===== src/rtl/inst_fetch_pkg.sv =====
// Shared definitions for the instruction fetch unit: FSM state encoding,
// default cache geometry and word width.
// Optional feature macro: ICACHE_EN (enables the instruction cache).
package inst_fetch_pkg;

    localparam int unsigned IDX_W_DEF = 6;
    localparam int unsigned WORD_W    = 32;

    typedef enum logic [1:0] {
        S_IDLE = 2'd0,
        S_MISS = 2'd1,
        S_DROP = 2'd2
    } fetch_state_e;

endpackage


===== src/rtl/inst_fetch_icache_array.sv =====
// Direct-mapped instruction cache storage, one 32-bit word per line.
// Combinational read by index, synchronous write, async clear of valid bits.
// Only instantiated when ICACHE_EN is defined.
module icache_array
    import inst_fetch_pkg::*;
#(
    parameter int unsigned IDX_W = IDX_W_DEF,
    parameter int unsigned TAG_W = 30 - IDX_W
) (
    input  logic              clk_in,
    input  logic              rst_in,
    input  logic [IDX_W-1:0]  rd_idx,
    output logic              rd_valid,
    output logic [TAG_W-1:0]  rd_tag,
    output logic [WORD_W-1:0] rd_data,
    input  logic              wr_en,
    input  logic [IDX_W-1:0]  wr_idx,
    input  logic [TAG_W-1:0]  wr_tag,
    input  logic [WORD_W-1:0] wr_data
);

    localparam int unsigned LINES = 1 << IDX_W;

    logic [LINES-1:0]  valid_q;
    logic [TAG_W-1:0]  tag_mem  [LINES];
    logic [WORD_W-1:0] data_mem [LINES];

    // Valid bits: cleared by reset, set on every line fill
    always_ff @(posedge clk_in or posedge rst_in) begin
        if (rst_in) begin
            valid_q <= '0;
        end else if (wr_en) begin
            valid_q[wr_idx] <= 1'b1;
        end
    end

    // Tag and data storage: plain memories, no reset needed
    always_ff @(posedge clk_in) begin
        if (wr_en) begin
            tag_mem[wr_idx]  <= wr_tag;
            data_mem[wr_idx] <= wr_data;
        end
    end

    assign rd_valid = valid_q[rd_idx];
    assign rd_tag   = tag_mem[rd_idx];
    assign rd_data  = data_mem[rd_idx];

endmodule


===== src/rtl/inst_fetch.sv =====
// Instruction fetch unit: serves decoder fetch requests from a direct-mapped
// cache or from the memory controller, and absorbs pipeline flushes without
// abandoning an in-flight memory read.
// Optional feature macro: ICACHE_EN (cache array and hit path).
module inst_fetch
    import inst_fetch_pkg::*;
#(
    parameter int unsigned IDX_W = IDX_W_DEF
) (
    input  logic        clk_in,
    input  logic        rst_in,
    input  logic        rdy_in,
    input  logic        clear,
    input  logic        if_enable,
    input  logic [31:0] if_addr,
    output logic        inst_ready,
    output logic [31:0] inst,
    output logic        mem_req,
    output logic [31:0] mem_addr,
    input  logic        mem_ready,
    input  logic [31:0] mem_data
);

    fetch_state_e state_q, state_d;
    logic         inst_ready_q, inst_ready_d;
    logic [31:0]  inst_q, inst_d;
    logic         mem_req_q, mem_req_d;
    logic [31:0]  mem_addr_q, mem_addr_d;
    logic         fill_en;
    logic         hit;
    logic [WORD_W-1:0] hit_data;

    // Bits [1:0] of the fetch address never matter for word fetches
    logic unused_addr_lo;
    assign unused_addr_lo = ^if_addr[1:0];

`ifdef ICACHE_EN
    localparam int unsigned TAG_W = 30 - IDX_W;

    logic             rd_valid;
    logic [TAG_W-1:0] rd_tag;

    icache_array #(
        .IDX_W (IDX_W),
        .TAG_W (TAG_W)
    ) u_icache_array (
        .clk_in   (clk_in),
        .rst_in   (rst_in),
        .rd_idx   (if_addr[IDX_W+1:2]),
        .rd_valid (rd_valid),
        .rd_tag   (rd_tag),
        .rd_data  (hit_data),
        .wr_en    (fill_en && rdy_in),
        .wr_idx   (mem_addr_q[IDX_W+1:2]),
        .wr_tag   (mem_addr_q[31:IDX_W+2]),
        .wr_data  (mem_data)
    );

    assign hit = rd_valid && (rd_tag == if_addr[31:IDX_W+2]);
`else
    logic             unused_fill;
    logic [IDX_W-1:0] unused_idx;
    assign unused_fill = fill_en;
    assign unused_idx  = if_addr[IDX_W+1:2];
    assign hit         = 1'b0;
    assign hit_data    = '0;
`endif

    // Next-state and output-register logic for the fetch FSM
    always_comb begin
        state_d      = state_q;
        inst_ready_d = 1'b0;
        inst_d       = inst_q;
        mem_req_d    = mem_req_q;
        mem_addr_d   = mem_addr_q;
        fill_en      = 1'b0;
        case (state_q)
            S_IDLE: begin
                if (if_enable && !clear) begin
                    if (hit) begin
                        inst_d       = hit_data;
                        inst_ready_d = 1'b1;
                    end else begin
                        mem_addr_d = {if_addr[31:2], 2'b00};
                        mem_req_d  = 1'b1;
                        state_d    = S_MISS;
                    end
                end
            end
            S_MISS: begin
                // A returning word is always written back, even when flushed
                if (mem_ready) begin
                    fill_en   = 1'b1;
                    mem_req_d = 1'b0;
                    state_d   = S_IDLE;
                    if (!clear) begin
                        inst_d       = mem_data;
                        inst_ready_d = 1'b1;
                    end
                end else if (clear) begin
                    state_d = S_DROP;
                end
            end
            S_DROP: begin
                if (mem_ready) begin
                    fill_en   = 1'b1;
                    mem_req_d = 1'b0;
                    state_d   = S_IDLE;
                end
            end
            default: begin
                mem_req_d = 1'b0;
                state_d   = S_IDLE;
            end
        endcase
    end

    // State and output registers; everything frozen while rdy_in is low
    always_ff @(posedge clk_in or posedge rst_in) begin
        if (rst_in) begin
            state_q      <= S_IDLE;
            inst_ready_q <= 1'b0;
            inst_q       <= '0;
            mem_req_q    <= 1'b0;
            mem_addr_q   <= '0;
        end else if (rdy_in) begin
            state_q      <= state_d;
            inst_ready_q <= inst_ready_d;
            inst_q       <= inst_d;
            mem_req_q    <= mem_req_d;
            mem_addr_q   <= mem_addr_d;
        end
    end

    assign inst_ready = inst_ready_q;
    assign inst       = inst_q;
    assign mem_req    = mem_req_q;
    assign mem_addr   = mem_addr_q;

endmodule


===== config.mk =====
export PLATFORM = sky130hd
export DESIGN_NAME = inst_fetch
export DESIGN_NICKNAME = d
export VERILOG_FILES = /design/src/rtl/inst_fetch_pkg.sv /design/src/rtl/inst_fetch_icache_array.sv /design/src/rtl/inst_fetch.sv
export SDC_FILE = /design/constraint.sdc
export NUM_CORES = 1
export LEC_CHECK = 0
export BUFFER_PORTS_ARGS = -buffer_cell sky130_fd_sc_hd__buf_2
export CAP_MARGIN = 20
export CORE_MARGIN = 1
export CORE_UTILIZATION = 45
export DETAILED_ROUTE_END_ITERATION = 10
export PLACE_DENSITY = 0.85
export SYNTH_ARGS = -nofsm -noshare
export SYNTH_HDL_FRONTEND = slang
export SYNTH_HIERARCHICAL = 1
export SYNTH_SLANG_ARGS = --single-unit

===== constraint.sdc =====
create_clock -name clk_in -period 2.3 [get_ports clk_in]
set_input_delay 0.345 -clock clk_in [delete_from_list [all_inputs] [get_ports clk_in]]
set_output_delay 0.345 -clock clk_in [all_outputs]
set_load 0.05 [all_outputs]

==> impl_metrics.ini <==
[status]
status = complete, no violations

[timing]
hold_violations = 0
rsz0062_at_grt = false
setup_viol = 0
fin_crit_sh_pct = 83.3
relSlewSlack_pct = 52.3
fmaxAchievable_ghz = 0.522
post-route-min-period_ns = 1.92
hold_ws_ns = 0.0569
fin_tns_setup_ns = 0
skew_ns = 0.00576
worstMarginPinSlew_ns = 0.715
final_max_slew_viol_count = 0

[layout]
area_growth_pct = 31.6
diodes = 0
finish.instance_area_um2 = 3620
fillers = 467
nets = 372
layout_common_cells = buf_2, dfrtp_1, mux2_2
final_common_cell = buf_2
drive_above_1_share_pct = 70.7

[setup_path]
cp-end-kind = flop
crit_type = reg2reg
worstPathRequired_ns = 2.50
worst_ep_arrival_time_ns = 2.12
crit_path_start_kind = flop
path_max_fanout = 30

[cts]
hold_buffers = 0
clkLatencyLatePin_ns = 0.32
root_buffer = clkbuf_8
cts_resized = 0
cts_setup_buffers = 0
cts_tree = done
cts_num_sinks = 66
cts_inserted_buffers = 9
cts_max_level = 3
clock_path_buffers = 2
clk_pin_slew_ns = 0.06

[synth]
ys_types = 23
ys_ff_latch = 66
seq_area_frac_synth_pct = 60.1
syn_area_um2 = 2750
netlist_instances = 163
yosysWarnings = 6
avgSynthCellArea_um2 = 16.9

[detailed_routing]
drtIter0Drc = 18
routedWlPerCell_um = 14.2
vias_per_cell = 4.80
routed-via-count = 1801
dr.pass1.iters = 4
ant_nets = 0
remaining_drc_errors = 0
routed_wirelength_um = 5310

[place]
port_buffers = 131
routabilityCongestion = 0.745
place_area_um2 = 3450
dp_hpwl_um = 3950

[floorplanning]
core_area_um2 = 5920
fp.dieH_um = 80.2
die_area_um2 = 6420
start_util_pct = 46.4
io_pins = 136
die_x_um = 80.2
placementRows = 28

[min_path]
hold_class = in2async

[grt]
grt_pass1_wl_um = 8200
overflow = 0
antenna_found_initial = 0
grt_usage_pct = 17.6
grt_max_degree = 42
grt_pass1_vias = 1861

[run]
max_cap_violations = 0
==> cells in the mapped netlist <==
| master | n | area, um^2 |
|---|---|---|
| a31oi_1 | 2 | 12.5 |
| inv_1 | 5 | 18.8 |
| mux2_4 | 29 | 435 |
| conb_1 | 1 | 3.75 |
| ha_1 | 3 | 37.5 |
| nand3_2 | 1 | 10.0 |
| nand4b_4 | 1 | 23.8 |
| o21bai_1 | 1 | 7.51 |
| nor2b_4 | 1 | 13.8 |
| nor4b_1 | 1 | 8.76 |
| nor2b_1 | 1 | 6.26 |
| buf_4 | 3 | 22.5 |
| nand2b_1 | 1 | 6.26 |
| a21oi_1 | 2 | 10.0 |
| buf_6 | 6 | 67.6 |
| nor2_1 | 1 | 3.75 |
| mux2_2 | 33 | 372 |
| o21ai_0 | 1 | 5.00 |
| dfrtp_1 | 66 | 1650 |
| nand3_1 | 1 | 5.00 |
| a32oi_1 | 1 | 8.76 |
| o221a_2 | 1 | 11.3 |
| o211ai_1 | 1 | 7.51 |
==> final timing paths <==
kind	start	end	slack (ns)	cells after the start
worst max-delay path	state_q[1]	mem_addr[21]	0.38	4
worst min-delay path	rst_in	mem_addr[13]	0.06	2
worst max register to register	state_q[1]	mem_addr[21]	0.38	4
worst min register to register	mem_addr[28]	mem_addr[28]	0.50	1
max in group asynchronous	rst_in	inst[14]	1.63	3
min in group clk_in	mem_data[26]	inst[26]	0.25	2
==> sequential cells by signal, indices dropped and copies added (netlist names) <==
signal	flops
inst	32
inst_ready	1
mem_addr	30
mem_req	1
state_q	2
==> final cells by class <==
cell class	instances	area [um^2]	share of cell area (%)
Sequential cell	66	1650	45.7
Tap cell	75	93.8	2.59
Timing Repair Buffer	133	696	19.2
Inverter	5	18.8	0.519
Multi-Input combinational cell	84	992	27.4
Clock buffer	12	165	4.57
==> per-layer routing <==
layer	global-route usage, %	part of all wire (%)	vias to the layer above
li1	-	-	835
met1	19.3	40	861
met2	30.0	49	95
met3	5.57	8.6	10
met4	10.2	1.8	0
met5	0	0	-
==> metrics by stage <==
step / utilization [%] / setup WS [ns] / instances
2_1_floorplan: - / 0.300 / 164
3_3_place_gp: 58.3 / 0.411 / 363
3_5_place_dp: 58.3 / 0.378 / 363
4_1_cts: 61.1 / 0.367 / 375
5_1_grt: 61.1 / 0.238 / 375
6_report: 61.1 / 0.384 / 375
==> worst max-delay path: stages (launching register included) <==
cell	delay (ns)
dfrtp_1	0.40
inv_1	0.10
ha_1	0.21
nand3_2	0.56
mux2_2	0.51
==> cell families after synthesis <==
kind of cell    count (synthesis)  synth area share (%)
compound gates                  9                  2.28
fa+ha+maj                       3                  1.37
buf+inv                        14                  3.96
flops                          66                  60.1
mux                            62                  29.4
other cells                     1                 0.136
simple gates                    8                  2.82
Power is left out: the tool's default activity adds up to more than one toggle a clock period on the data nets, which glitch-free logic cannot reach.
